`src/rtl/hazard_ctrl.sv`:
```
// hazard_ctrl: pipeline stall/flush sequencer for load-use, EX redirects, memory waits and interrupt entry.
// Ports: clk, rst_n (async active-low); ID source regs/uses; EX dest/write/load/redirect/returni;
//   mem_busy freezes the pipeline; int_req is a level request.
// Outputs: pc/if_id/id_ex/ex_mem stalls, if_id/id_ex flushes, int_inject, int_ack, in_isr.
// Optional: define HAZARD_PERF_CNT_EN to add the saturating perf_stall_cnt/perf_flush_cnt outputs.
module hazard_ctrl #(
   parameter int REG_ADDR_W      = 4,
   parameter int LOAD_USE_STALLS = 1,
   parameter int DRAIN_CYCLES    = 3
) (
   input  logic                  clk,
   input  logic                  rst_n,
   input  logic [REG_ADDR_W-1:0] id_rs1,
   input  logic [REG_ADDR_W-1:0] id_rs2,
   input  logic                  id_use_rs1,
   input  logic                  id_use_rs2,
   input  logic [REG_ADDR_W-1:0] ex_reg_dst,
   input  logic                  ex_reg_wr,
   input  logic                  ex_wb_sel,
   input  logic                  ex_redirect,
   input  logic                  ex_returni,
   input  logic                  mem_busy,
   input  logic                  int_req,
   output logic                  pc_stall,
   output logic                  if_id_stall,
   output logic                  if_id_flush,
   output logic                  id_ex_stall,
   output logic                  id_ex_flush,
   output logic                  ex_mem_stall,
   output logic                  int_inject,
   output logic                  int_ack,
   output logic                  in_isr
`ifdef HAZARD_PERF_CNT_EN
   ,
   output logic [31:0]           perf_stall_cnt,
   output logic [31:0]           perf_flush_cnt
`endif
);
   typedef enum logic [1:0] {RUN, DRAIN, INJECT, ISR} state_t;
   state_t     state, state_nxt;
   logic [1:0] bub, bub_nxt;
   logic [2:0] drn, drn_nxt;
   logic       lu_hit, redir, lu, drain, inj;
   assign lu_hit = ex_wb_sel & ex_reg_wr &
                   ((id_use_rs1 & (id_rs1 == ex_reg_dst)) | (id_use_rs2 & (id_rs2 == ex_reg_dst)));
   // INJECT owns the ID/EX load for its single cycle; EX is a drained bubble then anyway.
   assign redir  = !mem_busy & ex_redirect & (state != INJECT);
   assign lu     = !mem_busy & !redir & (state != INJECT) & (lu_hit | (bub != 2'd0));
   assign drain  = !mem_busy & !redir & (state == DRAIN);
   assign inj    = !mem_busy & (state == INJECT);
   always_ff @(posedge clk or negedge rst_n) begin
      if (!rst_n) begin
         state <= RUN;
         bub   <= '0;
         drn   <= '0;
      end else begin
         state <= state_nxt;
         bub   <= bub_nxt;
         drn   <= drn_nxt;
      end
   end
   always_comb begin
      state_nxt = state;
      bub_nxt   = bub;
      drn_nxt   = drn;
      if (!mem_busy) begin
         bub_nxt = redir ? 2'd0 :
                   (bub != 2'd0) ? bub - 2'd1 :
                   (lu && LOAD_USE_STALLS > 1) ? 2'(LOAD_USE_STALLS - 1) : 2'd0;
         case (state)
            RUN: if (int_req) begin
               state_nxt = DRAIN;
               drn_nxt   = 3'(DRAIN_CYCLES);
            end
            DRAIN: begin
               drn_nxt   = drn - 3'd1;
               state_nxt = (drn == 3'd1) ? INJECT : DRAIN;
            end
            INJECT: state_nxt = ISR;
            ISR: state_nxt = ex_returni ? RUN : ISR;
         endcase
      end
   end
   always_comb begin
      pc_stall     = mem_busy | lu | drain;
      if_id_stall  = mem_busy | lu | drain;
      id_ex_stall  = mem_busy;
      ex_mem_stall = mem_busy;
      if_id_flush  = redir | inj;
      id_ex_flush  = redir | lu | drain;
      int_inject   = inj;
      int_ack      = inj;
      in_isr       = (state == ISR);
   end
`ifdef HAZARD_PERF_CNT_EN
   always_ff @(posedge clk or negedge rst_n) begin
      if (!rst_n) begin
         perf_stall_cnt <= '0;
         perf_flush_cnt <= '0;
      end else begin
         perf_stall_cnt <= perf_stall_cnt + {31'd0, pc_stall & ~&perf_stall_cnt};
         perf_flush_cnt <= perf_flush_cnt + {31'd0, redir & ~&perf_flush_cnt};
      end
   end
`endif
endmodule

```
`config.mk`:
```
export PLATFORM = sky130hd
export DESIGN_NAME = hazard_ctrl
export DESIGN_NICKNAME = d
export VERILOG_FILES = /design/src/rtl/hazard_ctrl.sv
export SDC_FILE = /design/constraint.sdc
export NUM_CORES = 1
export LEC_CHECK = 0
export ABC_AREA = 1
export ABC_CLOCK_PERIOD_IN_PS = 3880
export BUFFER_PORTS_ARGS = -buffer_cell sky130_fd_sc_hd__buf_2
export CAP_MARGIN = 0
export CORE_MARGIN = 8
export CORE_UTILIZATION = 30
export CTS_CLUSTER_DIAMETER = 120
export CTS_CLUSTER_SIZE = 8
export DETAILED_ROUTE_END_ITERATION = 8
export MAX_ROUTING_LAYER = met4
export PLACE_DENSITY_LB_ADDON = 0.12
export SYNTH_ARGS = -nofsm -noshare
export SYNTH_HDL_FRONTEND = slang
export SYNTH_SLANG_ARGS = --single-unit
```
`constraint.sdc`:
```
create_clock -name clk -period 3.88 [get_ports clk]
set_clock_uncertainty 0.05 [all_clocks]
set_input_delay 0.776 -clock clk [delete_from_list [all_inputs] [get_ports clk]]
set_output_delay 0.776 -clock clk [all_outputs]
set_load 0.005 [all_outputs]
```
==> results of run 1 <==
-- metal layers --
layer	share of wire, %	wire length (um)	GRT usage, %
met1	47	694	10.01
met2	43	640	13.28
met3	9.6	142	2.923
met4	0.27	4	3.987
met5	0	0	-
-- metrics by stage --
stage	util, %	cells
floorplan	-	98
CTS	40.85	155
global route	40.85	155
detailed placement	39.50	151
global placement	39.50	151
finish	40.85	155
-- cell families after synthesis --
logic type	after synthesis	synth area share, %
XOR/XNOR	1	1.429
flip-flops	7	28.57
adder cells (fa/ha/maj)	2	4.081
AO/OA/AOI/OAI	14	14.69
buffers and inverters	24	17.14
AND/OR/NAND/NOR	50	34.08
-- registers in the layout, summed over array words and instances (netlist names) --
signal / count
drn: 3
state: 2
bub: 2
-- worst paths after layout --
path / startpoint / endpoint / slack (ps)
max: id_rs1[2] / if_id_stall / 1450
min: rst_n / state[1] / 300
max in group asynchronous: rst_n / bub[0] / 3330
min reg2reg: drn[0] / drn[0] / 460
min in group clk: drn[0] / drn[0] / 460
max reg2reg: state[0] / drn[0] / 2620
-- synth_stat cells (all sizes together) --
master,number
xnor2,1
nand2,28
o21ai,8
inv,20
nand3,6
buf,4
or2,2
o211a,1
dfrtp,7
a21oi,3
nand4,1
nor2,12
ha,2
o31ai,1
a22oi,1
nand3b,1
-- layout make-up --
type	instances	area share, %
Multi-Input combinational cell	67	41.96
Sequential cell	7	22.08
Timing Repair Buffer	30	18.93
Inverter	20	9.464
Tap cell	27	4.259
Clock buffer	4	3.312
-- power groups by stage --
stage | sequential (mW) | clock, mW | combinational [mW]
global route | 0.112 | 0.0717 | 0.153
global placement | 0.109 | 0 | 0.130
floorplan | 0.106 | 0 | 0.0937
finish | 0.109 | 0.0655 | 0.130
detailed placement | 0.110 | 0 | 0.132
CTS | 0.109 | 0.0683 | 0.133
==> summary.txt, run 1 <==
Layout
  – Finished Cell Area: a little under 800 sq um
  – Fillers: 235
  – Reg area: 175.2 sq um
  – Diode count: 0
  – Most common cell after layout, fill and taps aside: buf_2
  – Ratio of cells with drive above 1 in the final layout: 29.69%
  – Most frequent cells in the layout: 30 x buf_2, 28 x nand2_1, 19 x inv_1, 12 x nor2_1, 7 x dfrtp_1
  – NumNets Final: 153
  – Area delta synth->final: 29.39%
  – Area of the multi-input gates: 332.8 sq um

Synthesis
  – Post-synth top area share: between 20% and 30%
  – Synth Cell Area: 613.1 sq um
  – Yosys top cell by area: dfrtp_1
  – Register area share after synthesis: 28.57%
  – Avg Cell Area, Syn: between 6 and 7 sq um
  – Syn Nets: 122
  – Netlist cell types: 19
  – Syn Inst Count: 98
  – Yosys warnings: 0
  – Ranking of synthesized cells by area: dfrtp_1 29%, nand2_1 17%, inv_1 12%
  – Synth Register Bits: 7

Floorplan
  – IO Pins: 31
  – Initial Utilization: 31.57%
  – DIE WIDTH: between 60 and 70 um
  – Die Y: ~60 um
  – Die area: between 3000 and 4000 sq um
  – Row count: 16
  – Core area: roughly 1900 sq um

Power and ir drop
  – Total Power: between 300 and 400 uW
  – VDD IR max: 0.2692 mV
  – Clock share of power: between 20 and 25%
  – Pwr dens: 384.2 nW/um^2
  – P_leak: roughly 0.50 nW
  – Comb pwr share: 42.8%
  – Switching pwr: 115.3 uW
  – Flop pwr share: 35.7%
  – Sw Share: 37.83%
  – P_int: roughly 190 uW

Worst setup path
  – Worst endpoint required time: 3050 ps
  – WP depth: 11
  – Worst-path cell chain: buf_2, nor2_1, nor2_1, nor2_1, nand3_1, nand2_1, nand2_1, nand2_1, nand2_1, nand2_1, buf_2
  – Slowest CP cell: nor2_1
  – Worst Reg-to-Reg Cells: 5
  – Crit path max fanout: 2
  – Crit start category: input pin
  – Worst path arrival time: between 1500 and 2000 ps
  – Delay-heaviest family, CP: simple AND/OR/NAND/NOR gates
  – Critical Path End Type: output pin
  – CP most frequent cell: nand2_1
  – WS Path Type: input pin to output pin
  – CP max stage delay: 110 ps
  – Buffers & Inverters on Critical Path: 2

Timing
  – RSZ-0062 raised after global routing: false
  – Setup TNS Final: 0 ps
  – Final critical-path setup slack: 1449 ps
  – Tmin final: 2431 ps
  – Slew Viols, Final: 0
  – Fin Hold WS: 295.8 ps
  – Worst Tran Pin Value: 283.4 ps
  – Final Hold Viols: 0
  – Share of the clock period used by the worst path: approximately 63%
  – Max-slew headroom: 81.03%
  – Setup Viol. Count Final: 0
  – Max Freq: approximately 0.41 GHz

Clock tree
  – Post-CTS setup buffers: 0
  – Skew-Pair Late Insertion Delay: 250 ps
  – Inserted Clock Buffers: 3
  – Clk root buf: clkbuf_4
  – # clock sinks: 7
  – Clock tree from TritonCTS: built
  – Post-CTS resize count: 0
  – Post-CTS Hold Buffers: 0
  – Worst-path clk slew: 50 ps
  – CTS max path bufs: 2
  – Max H-tree Level: 1

Global routing
  – First-pass GRT wire length: 2449 um
  – Overall Global Routing Usage: 8.694%
  – Overflow after GRT: 0
  – Vias in the first global route: 634
  – Initial antenna violation count: 0
  – Pin count of the biggest net entering global routing: 11

Run
  – Max-cap violation count: 0

Route
  – DRC errors left: 0
  – DR WL/cell: 9.555 um
  – Initial DRC count: 19
  – Total number of vias: 660
  – Remaining antenna violation count: 0
  – Total wire length: roughly 1500 um
  – Drt first pass iters: 4
  – Via density: 4.258

Placement
  – Placed Area: 767.0 sq um
  – Dpl hpwl: 1283 um
  – # port buffers: 30
  – Routability cong.: ~0.76
  – Pre-CTS setup slack: 1428 ps

Outcome
  – Outcome: complete, no violations

Worst hold path
  – Worst Hold Class: input pin to asynchronous set/reset pin
(Power assumes the default switching activity.)
==> run 2, diff against run 1 <==
ABC_AREA = 0   (was 1)
ABC_CLOCK_PERIOD_IN_PS = 2000   (was 3880)
clock period = 2 ns   (was 3.88 ns; I/O delays follow)
==> run 2 against run 1 <==
  * Sequential power rose by 110%
  * Die area fell by 6.7%
  * Via count fell by 18%
  * Sequential share of layout area rose by 1.7 points
  * Non-clock buffer count rose by 1
  * Largest power group unchanged
==> summary.txt, run 2 <==
Outcome
  – Outcome: complete, no violations

Timing
  – Max-slew headroom: 76.79% (-4.2 points)
  – Final Hold Viols: 0 (unchanged)
  – Slew Viols, Final: 0 (unchanged)
  – Setup TNS Final: 0 ps (unchanged)
  – Fin Hold WS: 443.1 ps (+147.3 ps)
  – Tmin final: around 1900 ps
  – RSZ-0062 raised after global routing: false
  – Share of the clock period used by the worst path: 93.51%
  – Setup Viol. Count Final: 0 (unchanged)
  – Worst Tran Pin Value: 348.1 ps (+64.71 ps)
  – Max Freq: 0.5347 GHz

Worst setup path
  – Critical Path End Type: output pin
  – Worst endpoint required time: 1550 ps (-1500 ps)
  – Worst path arrival time: 1420 ps (-180 ps)
  – Crit start category: input pin
  – Crit path max fanout: 2 (unchanged)
  – R2r endpoint: state[0]
  – RR Startpoint: state[0]
  – Reg2reg setup slack: 640 ps (-1980 ps)
  – WS Path Type: input pin to output pin
  – Worst Reg-to-Reg Cells: 4 (-1)

Synthesis
  – Most frequent cell after synthesis: nor2_1
  – Netlist cell types: 28 (+9)
  – Most used DFF post-synth: dfrtp_1
  – Post-synth top area share: 31.39% (+2.8 points)
  – Syn Nets: 92 (-25%)
  – Yosys top cell by area: dfrtp_1
  – Ys async rst share: 100.0% (unchanged)
  – Ranking of synthesized cells by area: dfrtp_1 31%, xnor2_1 7.8%, nor2_1 6.7%
  – Register area share after synthesis: 31.39% (+2.8 points)
  – Syn Inst Count: 68 (-31%)
  – Synth Register Bits: 7 (unchanged)
  – Yosys warnings: 0 (unchanged)
  – Avg Cell Area, Syn: 8.206 sq um (+31%)
  – Post-synth EDFFs: 0 (unchanged)
  – Most instantiated cells after synthesis: 10 x nor2_1, 7 x dfrtp_1, 5 x a21oi_1, 5 x xnor2_1
  – Synth Cell Area: 558.0 sq um (-9.0%)

Worst hold path
  – Worst Hold Path EP: state[1]
  – Hold_sp: int_req
  – Worst Hold Class: input pin to register
  – Hold depth: 3

Route
  – Total number of vias: 544 (-18%)
  – DR WL/cell: 11.54 um (+21%)
  – Drt first pass iters: 4 (unchanged)
  – Total wire length: 1408 um (-4.9%)
  – Initial DRC count: 6 (-13)
  – DRC errors left: 0 (unchanged)
  – Remaining antenna violation count: 0 (unchanged)
  – Via density: 4.459 (+4.7%)

Clock tree
  – Clk root buf: clkbuf_4
  – Max H-tree Level: 1 (unchanged)
  – Clock tree from TritonCTS: built
  – Skew-Pair Late Insertion Delay: 250 ps (about the same)
  – Post-CTS resize count: 0 (unchanged)
  – Post-CTS setup buffers: 0 (unchanged)
  – Post-CTS Hold Buffers: 1 (+1)
  – CTS max path bufs: 2 (unchanged)
  – # clock sinks: 7 (unchanged)
  – Worst-path clk slew: 50 ps (about the same)
  – Inserted Clock Buffers: 3 (unchanged)

Layout
  – Diode count: 0 (unchanged)
  – Top flop regs: drn: 3 flops, bub: 2 flops, state: 2 flops
  – Ratio of cells with drive above 1 in the final layout: 36.08% (+6.4 points)
  – Area delta synth->final: 32.06%
  – Fillers: 191 (-19%)
  – Finished Cell Area: 737.0 sq um (-7.1%)
  – Biggest register: drn
  – Largest register FFs: 3 (unchanged)
  – Most common cell after layout, fill and taps aside: buf_2
  – Most frequent cells in the layout: 30 x buf_2, 10 x nor2_1, 7 x dfrtp_1, 5 x xnor2_1, 5 x a21oi_1
  – NumNets Final: 122 (-20%)

Global routing
  – Vias in the first global route: 502 (-21%)
  – Initial antenna violation count: 0 (unchanged)
  – First-pass GRT wire length: 2194 um (-10%)
  – Overall Global Routing Usage: 8.160% (-0.53 points)
  – Overflow after GRT: 0 (unchanged)
  – Pin count of the biggest net entering global routing: 15 (+4)

Floorplan
  – Core area: 1745 sq um (-10%)
  – Row count: 15 (-1)
  – Die Y: 59.13 um (-3.4%)
  – Initial Utilization: 31.97% (+0.40 points)
  – Die area: 3496 sq um (-6.7%)
  – DIE WIDTH: 59.13 um (-3.4%)
  – IO Pins: 31 (unchanged)

Placement
  – # port buffers: 30 (unchanged)
  – Dpl hpwl: 1218 um (-5.0%)
  – Routability cong.: 0.7284 (-4.0%)
  – Placed Area: 700.7 sq um (-8.6%)

Run
  – Max-cap violation count: 0 (unchanged)

Power and ir drop
  – VDD IR max: 0.4525 mV (+68%)
  – P_leak: 0.3626 nW (-28%)
  – Pwr dens: 818.0 nW/um^2 (+110%)
## run 2: cell types whose count changed after synthesis, sizes merged, moves of 2 or more
cell and change:
nor2 -2, nor2b +2, or2 -2, nand3 -3, xnor2 +4, and3 +2
inv -16, xor2 +3, a21oi +2, o21ai -5, nand2 -25, nor4 +2
## run 2: how the worst max path moves through the flow
stage	depth (start not counted)	startpoint	to
global placement	7	ex_reg_dst[0]	pc_stall
detailed placement	7	ex_reg_dst[0]	id_ex_flush
finish	7	ex_reg_dst[0]	id_ex_flush
CTS	7	ex_reg_dst[0]	id_ex_flush
global route	7	ex_reg_dst[1]	id_ex_flush
floorplan	5	id_rs1[3]	pc_stall
## run 2: critical path: stages
cell and delay, ps:
buf_2 110, xnor2_1 140, nand4_1 130, nor4_2 240, nor4_1 100, nor3_1 150
buf_2 150
## run 2: kinds of logic (layout without fill, tap and decap cells)
group	count (synthesis)	count (layout)	synth area share, %
buffers and inverters	10	39	9.639
xor gates and xnor gates	8	8	12.56
AOI/OAI and AO/OA	13	13	15.92
and+or+nand+nor	28	28	26.01
adders and majority gates	2	2	4.484
DFF	7	7	31.39
## run 2: layout make-up
cell class | instances | area (sq um) | share of cell area [%]
Timing Repair Buffer | 31 | 160.2 | 21.73
Sequential cell | 7 | 175.2 | 23.77
Tap cell | 25 | 31.28 | 4.244
Clock buffer | 4 | 26.28 | 3.565
Inverter | 4 | 15.01 | 2.037
Multi-Input combinational cell | 51 | 329.1 | 44.65
## run 2: routing by layer
layer,vias up,GRT usage [%],share of wire (%)
li1,288,-,-
met1,238,9.259,45
met2,16,12.46,48
met3,2,2.169,6.4
met4,0,5.119,0.36
met5,-,-,0
## run 2: through the flow
stage	setup WS [ps]	utilization, %	instances	power, mW
6_report	129.9	42.22	122	0.6028
5_1_grt	26.11	42.22	122	0.6643
4_1_cts	106.7	42.22	122	0.6122
3_5_place_dp	106.8	40.14	117	0.4830
3_3_place_gp	157.8	40.14	117	0.4799
2_1_floorplan	295.5	-	68	0.4056
## run 2: power by group
part / internal, mW / switching, mW
logic: 0.126 / 0.121
registers: 0.183 / 0.0497
clock network: 0.0758 / 0.0472
total: 0.385 / 0.218
